$ cat src/rtl/alu_sequencer.sv
`default_nettype none
// +----------------------------------------------------------------------------+
// | alu_sequencer: command/response front end for the 8-bit combinational ALU   |
// | Revision: 1.0                                                              |
// +----------------------------------------------------------------------------+
module alu_sequencer #(
  parameter int CNT_W = 16
) (
  input  logic             clk,
  input  logic             rst_n,
  input  logic             cmd_valid,
  output logic             cmd_ready,
  input  logic [3:0]       cmd_op,
  input  logic [7:0]       cmd_a,
  input  logic [7:0]       cmd_b,
  input  logic             cmd_chain,
  input  logic             acc_clr,
  output logic [7:0]       alu_a,
  output logic [7:0]       alu_b,
  output logic [3:0]       alu_sel,
  input  logic [7:0]       alu_out,
  input  logic             alu_carry,
  output logic             rsp_valid,
  input  logic             rsp_ready,
  output logic [7:0]       rsp_data,
  output logic             rsp_carry,
  output logic             rsp_zero,
  output logic             rsp_div0,
  output logic [7:0]       acc,
  output logic [CNT_W-1:0] op_count
);

  localparam logic [3:0] OP_ADD = 4'b0000;
  localparam logic [3:0] OP_DIV = 4'b0011;

  typedef enum logic [1:0] {
    IDLE  = 2'd0,
    ISSUE = 2'd1,
    RESP  = 2'd2
  } state_t;

  state_t state, state_nxt;
  logic   accept;
  logic   is_div0;

  assign cmd_ready = (state == IDLE);
  assign rsp_valid = (state == RESP);
  assign accept    = cmd_valid && cmd_ready;
  assign is_div0   = (cmd_op == OP_DIV) && (cmd_b == 8'h00);

  always_comb begin
    state_nxt = state;
    case (state)
      IDLE:    if (accept) state_nxt = is_div0 ? RESP : ISSUE;
      ISSUE:   state_nxt = RESP;
      RESP:    if (rsp_ready) state_nxt = IDLE;
      default: state_nxt = IDLE;
    endcase
  end

  always_ff @(posedge clk or negedge rst_n) begin
    if (!rst_n) state <= IDLE;
    else        state <= state_nxt;
  end

  always_ff @(posedge clk or negedge rst_n) begin
    if (!rst_n) begin
      alu_a     <= 8'h00;
      alu_b     <= 8'h00;
      alu_sel   <= 4'h0;
      rsp_data  <= 8'h00;
      rsp_carry <= 1'b0;
      rsp_zero  <= 1'b0;
      rsp_div0  <= 1'b0;
      acc       <= 8'h00;
      op_count  <= '0;
    end else begin
      if (accept) begin
        alu_sel <= cmd_op;
        alu_b   <= cmd_b;
        alu_a   <= cmd_chain ? (acc_clr ? 8'h00 : acc) : cmd_a;
        // Divide-by-zero is answered directly; the ALU result is never captured.
        if (is_div0) begin
          rsp_data  <= 8'hFF;
          rsp_carry <= 1'b0;
          rsp_zero  <= 1'b0;
          rsp_div0  <= 1'b1;
        end
      end
      if (state == ISSUE) begin
        rsp_data  <= alu_out;
        rsp_carry <= (alu_sel == OP_ADD) && alu_carry;
        rsp_zero  <= (alu_out == 8'h00);
        rsp_div0  <= 1'b0;
      end
      if (acc_clr)
        acc <= 8'h00;
      else if (state == ISSUE)
        acc <= alu_out;
      if ((state == RESP) && rsp_ready)
        op_count <= op_count + {{(CNT_W-1){1'b0}}, 1'b1};
    end
  end

endmodule
`default_nettype wire

$ cat config.mk
export PLATFORM = sky130hd
export DESIGN_NAME = alu_sequencer
export DESIGN_NICKNAME = d
export VERILOG_FILES = /design/src/rtl/alu_sequencer.sv
export SDC_FILE = /design/constraint.sdc
export NUM_CORES = 1
export LEC_CHECK = 0
export BUFFER_PORTS_ARGS = -buffer_cell sky130_fd_sc_hd__buf_2
export CORE_MARGIN = 2
export CORE_UTILIZATION = 44
export CTS_CLUSTER_DIAMETER = 30
export DETAILED_ROUTE_END_ITERATION = 10
export GPL_ROUTABILITY_DRIVEN = 0
export PLACE_DENSITY = 0.76
export SETUP_SLACK_MARGIN = 0.3
export SLEW_MARGIN = 20
export SYNTH_ARGS = -nofsm -noshare
export SYNTH_HDL_FRONTEND = slang
export SYNTH_SLANG_ARGS = --single-unit
$ cat constraint.sdc
create_clock -name clk -period 1.7 [get_ports clk]
set_clock_uncertainty 0.2 [all_clocks]
set_input_delay 0.17 -clock clk [delete_from_list [all_inputs] [get_ports clk]]
set_output_delay 0.17 -clock clk [all_outputs]
set_load 0.03 [all_outputs]
; ---- Word level (Yosys, flattened, before mapping)
; Cells that the tools add are included.
[classes]
addsub = 1
eq_ne = 5
muxes = 18
reduce_logical = 13
[op_table]
columns = cell, n
row1 = 8-bit 2-to-1 mux, 7
row2 = 16-bit by 1-bit adder with 16-bit output (second input constant), 1
row3 = 8-bit zero test, 2
row4 = 1-bit 2-to-1 mux, 7
row5 = 2-bit 2-to-1 mux, 3
row6 = 2-bit one-hot mux with 3 select lines, 1
row7 = 2-bit nonzero test, 3
row8 = 4-bit by 2-bit equality test with 1-bit output (second input constant), 1
row9 = 1-bit logical AND, 4
row10 = 4-bit zero test, 1
row11 = 2-bit by 1-bit inequality test with 1-bit output (second input constant), 2
row12 = 2-bit AND reduction, 2
row13 = 2-bit by 1-bit equality test with 1-bit output (second input constant), 1
row14 = 2-bit equality test (second input constant), 1
row15 = 2-bit zero test, 1
[totals]
reg_bits = 57
in_bits = 35
out_inout_bits = 57
word_cells = 47

; ---- Logic depth before layout (Yosys ltp)
; Gate-level depths: netlist (run 1).
[logic_depth]
word_depth = 5
mapped_depth = 6
ltp_nobuf = 5

; ---- Worst setup path after synthesis (run 1)
; OpenSTA, ideal clock, no wires.
[synth_path]
path_kind = reg2reg
start = register op_count[0]
end = register op_count[12]
setup_ns = 0.133
arrival_ns = 1.532
required_time_ns = 1.367
setup_slack_ns = -0.166
stages_incl_launch_ff = 6
cell_sequence = dfrtp_1 > ha_1 > nand3_1 > nor4_4 > nand4_1 > xnor2_1
[synth_between]
elab_chain_len = 1
[synth_rtl]
columns = item, line
row1 = "start, declared", 30  ; output logic [CNT_W-1:0] op_count
row2 = "start signal, assigned", 101  ; op_count <= op_count + {{(CNT_W-1){1'b0}}, 1'b1};
row3 = 16-bit by 1-bit adder with 16-bit output, 101
; No other way between the ends.
; A chain may end at the register's enable or synchronous reset.

; ---- Worst setup path after layout (run 1)
[layout_path]
start = register state[1]
end = register rsp_data[1]
[layout_between]
elab_chain_len = 4
elab_cells_between_ends = 7
cone_classes = eq/ne: 1 / mux: 1 / reduce/logical: 5
[layout_rtl]
columns = item, line
row1 = "start, declared", 42  ; state_t state, state_nxt;
row2 = "start signal, assigned", 63  ; else state <= state_nxt;
row3 = 2-bit zero test, 46  ; assign cmd_ready = (state == IDLE);
row4 = 1-bit logical AND, 48  ; assign accept = cmd_valid && cmd_ready;
row5 = 2-bit nonzero test (no line), --
row6 = 2-bit AND reduction (no line), --
row7 = "end signal, assigned", 91  ; rsp_data <= alu_out;
row8 = "end, declared", 25  ; output logic [7:0] rsp_data,
; Parallel ways exist; a longest one is shown, timed or not.

==> reports/metrics.cfg, run 1 <==
[setup_path]
arrival_ns = 1.74
cp_top_family = simple AND/OR/NAND/NOR gates
max_stage_delay_ns = 0.46
crit_chain = nand2b_4 -> nand4b_1 -> nand2_2 -> o22a_1
endpoint_kind = register
crit_buf_inv = 0
worstPathMaxFanout = 7
crit_path_top_delay_cell = dfrtp_2
startpoint_type = register
required_ns = 1.78
path_class = register to register

[finish]
final_area_um2 = 4040
n_antenna_cell = 0
nFillCells = 359
area.growth.synth_to_final_pct = 66.1
final_cell_mix = buf_2, dfrtp_1, dlygate4sd3_1
fin_nets = 405
seq_area_um2 = 1440
multi_input_comb_area_um2 = 1190
layout_commonest_cell = buf_2
drive_above_1_share_pct = 52.3

[timing]
rsz0062_at_grt = true
timing.final.crit_share_pct = 97.5
drv_slew = 0
finalCriticalPeriod_ns = 1.66
worst_slew_pin_slew_ns = 0.669
max_slew_margin_pct = 55.0
finalHoldViolations = 0
fmax_mhz = 603
final.setup.worst_slack_ns = 0.0420
setup_violations = 0

[route]
viasPerCell = 5.10
drt_iter0_markers = 125
antenna_left = 0
wl_per_cell_um = 16.2
drcViolationCount = 0
vias = 2268
dr.pass1.iters = 4
drt_wl_total_mm = 7.20

[global_routing]
gr-total-overflow = 0
grt_pass1_wl_mm = 11.1
grt_start_max_net_pins = 25
antenna_found_initial = 0
grt_util_all_layers_pct = 23.6
grt_pass1_vias = 2304

[status]
status = completed

[synth]
synthDistinctLibCells = 34
synth_nets = 251
ys_seq_area_share_pct = 58.6
netlist_area_um2 = 2430
synth_edf_count = 0
syn_inst = 215
yosys.area.top_type_share_pct = 58.6
syn_area_per_cell_um2 = 11.3
synth_warnings = 0
yosysTopAreaCell = dfrtp_1
synth_flop_cell = dfrtp_1
synth.ff_latch_count = 57
async_reset_ff_share_pct = 100
synth_area_leaders = dfrtp_1, a21oi_1, mux2_2

[floorplanning]
rows = 27
ios = 92
fp.dieH_um = 78.4
die_x_um = 78.4
start_util_pct = 44.7
core_area_um2 = 5440
die_area_um2 = 6140

[cts]
cts_tree = built
htreeDepth = 3
cts_buffer_depth = 2
insertion_delay_ns = 0.34
ctsRootBufferMaster = clkbuf_8
numCtsBuffers = 9
clock-sinks = 57
clkSlewWorstSetupHoldPaths_ns = 0.07

[min_path]
hp-class = primary input to register

[power]
finalPower_mw = 6.92
peakVddDrop_mv = 1.13
leakage_nw = 1.98
power_density_nw_per_um2 = 1710

[placed_design]
io_buffers = 91
pre_cts_slack_ns = 0.0803
dpl-instance-area_um2 = 3120
dp.final_hpwl_mm = 4.25

[job]
max_cap_violations = 0

-- cells in the mapped netlist (3+ instances only) --
library cell and number:
clkbuf_1 3, nor3_1 3, a21oi_1 24, buf_2 5, dfrtp_1 57, nor4_1 3
xor2_1 5, xnor2_1 10, inv_1 4, nand2b_1 3, mux2_2 10, nand2_1 26
nor2_1 15, o22a_1 7, nand3_1 7, nor2b_1 9
-- routing by layer --
| layer | wire length, µm | part of all wire (%) | track usage, % | up-vias |
|---|---|---|---|---|
| li1 | - | - | - | 1053 |
| met1 | 2860 | 40 | 28.4 | 1119 |
| met2 | 3750 | 52 | 39.6 | 77 |
| met3 | 338 | 4.7 | 4.83 | 19 |
| met4 | 241 | 3.3 | 13.2 | 0 |
| met5 | 0 | 0 | 0 | - |
-- sequential cells by signal (all words and copies together) (netlist names) --
signal / cells
alu_sel: 4
op_count: 16
rsp_data: 8
rsp_div0: 1
alu_a: 8
rsp_carry: 1
acc: 8
state: 2
alu_b: 8
rsp_zero: 1
-- worst min-delay path: cells and delay by family --
| family | cells | cell delay, ns |
|---|---|---|
| buf+inv | 1 | 0.16 |
| compound gates | 1 | 0.07 |
| simple gates | 1 | 0.10 |
-- what timing repair did --
action / 4_1_cts / 5_1_grt
endpoints found under the setup margin: 52 / 54
gates resized for setup: 23 / 39
pin swaps: 8 / 14
hold buffers: 27 / 0
setup buffers: 16 / 6
hold endpoints to repair: 71 / 0
cloned: 1 / 2
-- where the power goes --
| part | leakage [nW] | total (mW) | internal, mW | switching, mW |
|---|---|---|---|---|
| Combinational | 1.17 | 3.34 | 1.47 | 1.87 |
| Clock | 0.112 | 1.37 | 0.827 | 0.544 |
| Sequential | 0.698 | 2.21 | 1.82 | 0.391 |
| Total | 1.98 | 6.92 | 4.11 | 2.81 |
-- final cells by class --
cell class	count	share of cell area (%)
flip-flops and latches	57	35.6
well taps	72	2.23
inverters	5	0.464
clock inverters	2	0.867
multi-input cells	146	29.4
clock buffers	13	4.43
repair buffers	150	27.0
-- path summary, 6_finish.rpt --
path | from | to | slack, ns | cells past startpoint
max | state[1] | rsp_data[1] | 0.04 | 4
min | cmd_chain | alu_a[6] | 0.01 | 3
max reg2reg | state[1] | rsp_data[1] | 0.04 | 4
min reg2reg | op_count[15] | op_count[15] | 0.28 | 1
max in group asynchronous | rst_n | alu_sel[1] | 0.56 | 3
min in group asynchronous | rst_n | op_count[4] | 0.15 | 2
-- cells by family (layout without fill, tap and decap cells) --
family                     after synthesis  after routing  synth area share (%)
and+or+nand+nor                         81             82                  19.0
DFF                                     57             57                  58.6
AOI/OAI and AO/OA                       36             36                  8.69
xor gates and xnor gates                15             15                  5.40
buffers and inverters                   13            170                  2.26
muxes                                   12             12                  5.55
adders and majority gates                1              1                 0.514
-- per-stage QoR --
stage	hold WS [ns]	TNS, ns	utilization [%]	std cells
3_3_place_gp	-0.0275	0	57.4	378
3_5_place_dp	-0.0262	0	57.4	378
6_report	0.0107	0	74.3	445
2_1_floorplan	-0.326	0	-	215
5_1_grt	0.0374	-0.00982	74.3	445
4_1_cts	0.00893	0	70.5	437
Note: power is estimated with default switching activity, not from simulation.
==> inputs of run 2 (changes only) <==
--- a/config.mk
+++ b/config.mk
@@ -12,7 +12,8 @@
 export DETAILED_ROUTE_END_ITERATION = 10
 export GPL_ROUTABILITY_DRIVEN = 0
 export PLACE_DENSITY = 0.76
-export SETUP_SLACK_MARGIN = 0.3
+export SETUP_SLACK_MARGIN = 0.5
+export SKIP_CTS_REPAIR_TIMING = 1
 export SLEW_MARGIN = 20
 export SYNTH_ARGS = -nofsm -noshare
 export SYNTH_HDL_FRONTEND = slang
==> reports/metrics.cfg, run 2 (synthesis results as in run 1) <==
[placed_design]
dpl-instance-area_um2 = 3120  ; about the same
io_buffers = 91  ; unchanged
dp.final_hpwl_mm = 4.10  ; was 4.25 mm

[finish]
nFillCells = 254  ; was 359
multi_input_comb_area_um2 = 1240  ; was 1190 µm²
n_antenna_cell = 0  ; unchanged
seq_area_um2 = 1440  ; about the same
final_cell_mix = buf_6, dfrtp_1, buf_4  ; was buf_2, dfrtp_1, dlygate4sd3_1
area.growth.synth_to_final_pct = 83.7  ; was 66.1%
layout_commonest_cell = buf_6  ; was buf_2
fin_nets = 424  ; was 405
drive_above_1_share_pct = 58.5  ; was 52.3%
final_area_um2 = 4470  ; was 4040 µm²
top_register = op_count  ; unchanged
largest_reg_flops = 16  ; unchanged

[global_routing]
antenna_found_initial = 0  ; unchanged
gr-total-overflow = 0  ; unchanged
grt_pass1_vias = 1885  ; was 2304
grt_util_all_layers_pct = 18.6  ; was 23.6%
grt_start_max_net_pins = 36  ; was 25
grt_pass1_wl_mm = 8.90  ; was 11.1 mm

[status]
failed_checks = negative hold slack
status = finished with violations  ; was completed

[floorplanning]
ios = 92  ; unchanged
start_util_pct = 44.7  ; unchanged
fp.dieH_um = 78.4  ; unchanged
die_x_um = 78.4  ; unchanged
core_area_um2 = 5440  ; unchanged
die_area_um2 = 6140  ; unchanged
rows = 27  ; unchanged

[setup_path]
worstPathMaxFanout = 7  ; unchanged
path_class = register to register  ; unchanged
arrival_ns = 1.67  ; was 1.74 ns
startpoint_type = register  ; unchanged
required_ns = 1.71  ; was 1.78 ns
endpoint_kind = register  ; unchanged

[timing]
drv_slew = 0  ; unchanged
finalCriticalPeriod_ns = 1.66  ; about the same
setup_violations = 0  ; unchanged
finalHoldViolations = 1  ; was 0
worst_slew_pin_slew_ns = 0.491  ; was 0.669 ns
max_slew_margin_pct = 67.0  ; was 55.0%
rsz0062_at_grt = true  ; unchanged
totalNegativeSetupSlack_ns = 0  ; unchanged
timing.final.crit_share_pct = 97.4  ; was 97.5%
fin_hold_ws_ns = -0.00242  ; was 0.0107 ns
fmax_mhz = 604  ; was 603 MHz

[power]
peakVddDrop_mv = 1.41  ; was 1.13 mV
clock_power_share_pct = 15.2  ; was 19.8%
p_int_mw = 4.43  ; was 4.11 mW
power.switching_mw = 3.11  ; was 2.81 mW
p_sw_share_pct = 41.2  ; was 40.6%
combinationalPowerShare_pct = 53.7  ; was 48.3%
power_density_nw_per_um2 = 1690  ; was 1710 nW/µm²
leakage_nw = 2.12  ; was 1.98 nW
power_frac_seq_pct = 31.1  ; was 31.9%

[job]
max_cap_violations = 0  ; unchanged

[cts]
htreeDepth = 3  ; unchanged
clock-sinks = 57  ; unchanged
cts_tree = built  ; unchanged
clkSlewWorstSetupHoldPaths_ns = 0.07  ; about the same
numCtsBuffers = 9  ; unchanged
insertion_delay_ns = 0.32  ; was 0.34 ns
cts_buffer_depth = 2  ; unchanged
ctsRootBufferMaster = clkbuf_8  ; unchanged

[route]
wl_per_cell_um = 18.8  ; was 16.2 µm
dr.pass1.iters = 4  ; unchanged
drt_wl_total_mm = 8.73  ; was 7.20 mm
viasPerCell = 5.38  ; was 5.10
antenna_left = 0  ; unchanged
vias = 2501  ; was 2268
drt_iter0_markers = 137  ; was 125
drcViolationCount = 0  ; unchanged

[min_path]
hp-class = primary input to register  ; unchanged

run 2: power groups by stage:
stage	Combinational, mW	Clock [mW]	Sequential [mW]
after CTS	2.49	1.12	2.18
after global placement	2.44	0	2.18
after global routing	4.23	1.23	2.38
final	4.05	1.15	2.35
after detailed placement	2.48	0	2.20
after floorplan	0.900	0	3.02
run 2: layer usage:
metal / up-vias / wire length (µm) / share of wire, % / track usage [%]
li1: 1091 / - / - / -
met1: 1235 / 3230 / 37 / 25.4
met2: 151 / 4720 / 54 / 28.5
met3: 24 / 590 / 6.8 / 4.94
met4: 0 / 184 / 2.1 / 6.84
met5: - / 0 / 0 / 0
run 2: stage by stage:
step	power, mW	util (%)	hold slack [ns]	setup slack [ns]	std cells
CTS	5.79	60.6	-0.368	0.110	394
floorplan	3.92	-	-0.326	0.108	215
global placement	4.61	57.4	-0.0250	0.146	378
global route	7.84	82.2	-0.0160	-0.0481	465
detailed placement	4.68	57.4	-0.0236	0.128	378
finish	7.54	82.2	-0.00242	0.0441	465
run 2: worst paths after layout:
check,start,to,slack (ns),cells after the start
worst max register to register,state[1],alu_sel[2],0.04,4
worst min-delay path,alu_out[1],rsp_zero,-0.002,4
worst max-delay path,state[1],alu_sel[2],0.04,4
min in group asynchronous,rst_n,rsp_data[6],0.18,3
max in group asynchronous,rst_n,op_count[2],0.80,3
worst min register to register,op_count[7],op_count[7],0.31,1
run 2: layout make-up:
cell class / count / area share (%)
Timing Repair Buffer: 169 / 33.6
Inverter: 5 / 0.420
Tap cell: 72 / 2.02
Multi-Input combinational cell: 146 / 27.8
Sequential cell: 57 / 32.2
Clock inverter: 3 / 0.336
Clock buffer: 13 / 3.55
run 2: critical path: stages (launching register included):
cell	delay, ns
dfrtp_2	0.49
nand2b_4	0.18
nor2_4	0.17
buf_6	0.18
mux2_4	0.32
==> inputs of run 3 (changes only) <==
--- a/config.mk
+++ b/config.mk
@@ -7,11 +7,11 @@
 export LEC_CHECK = 0
 export BUFFER_PORTS_ARGS = -buffer_cell sky130_fd_sc_hd__buf_2
 export CORE_MARGIN = 2
-export CORE_UTILIZATION = 44
+export CORE_UTILIZATION = 48
 export CTS_CLUSTER_DIAMETER = 30
 export DETAILED_ROUTE_END_ITERATION = 10
 export GPL_ROUTABILITY_DRIVEN = 0
-export PLACE_DENSITY = 0.76
+export PLACE_DENSITY = 0.78
 export SETUP_SLACK_MARGIN = 0.5
 export SKIP_CTS_REPAIR_TIMING = 1
 export SLEW_MARGIN = 20
==> constraint.sdc (replaced) <==
create_clock -name clk -period 1.9 [get_ports clk]
set_clock_uncertainty 0.2 [all_clocks]
set_input_delay 0.19 -clock clk [delete_from_list [all_inputs] [get_ports clk]]
set_output_delay 0.19 -clock clk [all_outputs]
set_load 0.03 [all_outputs]
==> reports/metrics.cfg, run 3 (synthesis results as in run 1) <==
[power]
peakVddDrop_mv = 1.07  ; was 1.41 mV
p_sw_share_pct = 42.6  ; was 41.2%
combinationalPowerShare_pct = 49.0  ; was 53.7%
power_density_nw_per_um2 = 1520  ; was 1690 nW/µm²
clock_power_share_pct = 17.1  ; was 15.2%
power_frac_seq_pct = 33.9  ; was 31.1%
leakage_nw = 1.90  ; was 2.12 nW
finalPower_mw = 5.96  ; was 7.54 mW
p_int_mw = 3.42  ; was 4.43 mW
power.switching_mw = 2.54  ; was 3.11 mW

[floorplanning]
start_util_pct = 50.5  ; was 44.7%
die_area_um2 = 5660  ; was 6140 µm²
core_area_um2 = 4820  ; was 5440 µm²
fp.dieH_um = 75.2  ; was 78.4 µm
ios = 92  ; unchanged
rows = 25  ; was 27
die_x_um = 75.2  ; was 78.4 µm

[cts]
insertion_delay_ns = 0.35  ; was 0.32 ns
cts_tree = built  ; unchanged
htreeDepth = 3  ; unchanged
cts_buffer_depth = 2  ; unchanged
clkSlewWorstSetupHoldPaths_ns = 0.07  ; about the same
clock-sinks = 57  ; unchanged
numCtsBuffers = 9  ; unchanged
ctsRootBufferMaster = clkbuf_8  ; unchanged

[finish]
layout_commonest_cell = buf_2  ; was buf_6
final_cell_mix = buf_2, dfrtp_1, nand2_1  ; was buf_6, dfrtp_1, buf_4
final_area_um2 = 3910  ; was 4470 µm²
largest_reg_flops = 16  ; unchanged
drive_above_1_share_pct = 51.4  ; was 58.5%
final_core_util_pct = 81.2  ; was 82.2%
stdcell_count = 429  ; was 465
n_antenna_cell = 0  ; unchanged
area.growth.synth_to_final_pct = 60.8  ; was 83.7%
fin_nets = 393  ; was 424
top_register = op_count  ; unchanged

[timing]
max_slew_margin_pct = 66.2  ; was 67.0%
finalCriticalPeriod_ns = 1.66  ; about the same
totalNegativeSetupSlack_ns = 0  ; unchanged
finalHoldViolations = 2  ; was 1
fmax_mhz = 603  ; was 604 MHz
worst_slew_pin_slew_ns = 0.507  ; was 0.491 ns
timing.final.crit_share_pct = 87.3  ; was 97.4%
fin_hold_ws_ns = -0.115  ; was -0.00242 ns
final.setup.worst_slack_ns = 0.242  ; was 0.0441 ns
setup_violations = 0  ; unchanged
drv_slew = 0  ; unchanged
rsz0062_at_grt = true  ; unchanged

[route]
wl_per_cell_um = 16.9  ; was 18.8 µm
dr.pass1.iters = 4  ; unchanged
drcViolationCount = 0  ; unchanged
antenna_left = 0  ; unchanged
vias = 2286  ; was 2501
drt_wl_total_mm = 7.25  ; was 8.73 mm
drt_iter0_markers = 213  ; was 137
viasPerCell = 5.33  ; was 5.38

[status]
failed_checks = negative hold slack  ; unchanged
status = finished with violations  ; unchanged

[setup_path]
worstPathMaxFanout = 9  ; was 7
path_class = register to register  ; unchanged
r2r_start = state[1]  ; unchanged
startpoint_type = register  ; unchanged
crit_start = state[1]  ; unchanged
required_ns = 1.96  ; was 1.71 ns
endpoint_kind = register  ; unchanged
arrival_ns = 1.72  ; was 1.67 ns

[global_routing]
grt_util_all_layers_pct = 20.3  ; was 18.6%
grt_start_max_net_pins = 58  ; was 36
gr-total-overflow = 0  ; unchanged
grt_pass1_vias = 1800  ; was 1885
antenna_found_initial = 0  ; unchanged
grt_pass1_wl_mm = 8.33  ; was 8.90 mm

[job]
max_cap_violations = 0  ; unchanged

[placed_design]
dpl-instance-area_um2 = 3090  ; was 3120 µm²
io_buffers = 91  ; unchanged
pre_cts_slack_ns = 0.222  ; was 0.128 ns
dp.final_hpwl_mm = 4.02  ; was 4.10 mm
place_inst = 369  ; was 378

[min_path]
hold_start = cmd_b[7]  ; was alu_out[1]
hp-class = primary input to register  ; unchanged

## run 3: final cells by class
class	instances	area, µm²
well taps	67	83.8
multi-input cells	146	1200
fillers	274	903
repair buffers	138	993
inverters	5	21.3
clock buffers	13	159
flip-flops and latches	57	1440
clock inverters	3	15.0
## run 3: critical path, cell delays in order, from the launching register on
cell and delay (ns):
dfrtp_2 0.44, nand2b_1 0.42, buf_4 0.26, nand2_1 0.09
a21oi_1 0.17
## run 3: metal layers
metal	part of all wire [%]	GRT usage [%]	wire (µm)	up-vias
met5	0	0	0	-
met4	2.2	11.7	159	0
met3	6.3	6.69	456	15
met2	53	30.2	3810	111
met1	39	26.0	2820	1135
li1	-	-	-	1025
## run 3: path summary, 6_finish.rpt
path / end / slack [ns] / cells after the start
setup / recovery: acc[5] / 0.24 / 4
hold / removal: alu_b[7] / -0.12 / 2
setup reg to reg: acc[5] / 0.24 / 4
hold reg to reg: op_count[15] / 0.25 / 1
max in group asynchronous: op_count[8] / 1.05 / 3
min in group asynchronous: alu_a[6] / 0.16 / 3
## run 3: power by group through the flow
stage	sequential, mW	clock (mW)	combinational (mW)
global placement	1.96	0	2.13
detailed placement	1.98	0	2.18
global route	2.06	1.08	3.09
floorplan	2.70	0	0.787
finish	2.02	1.02	2.92
CTS	1.96	1.02	2.18
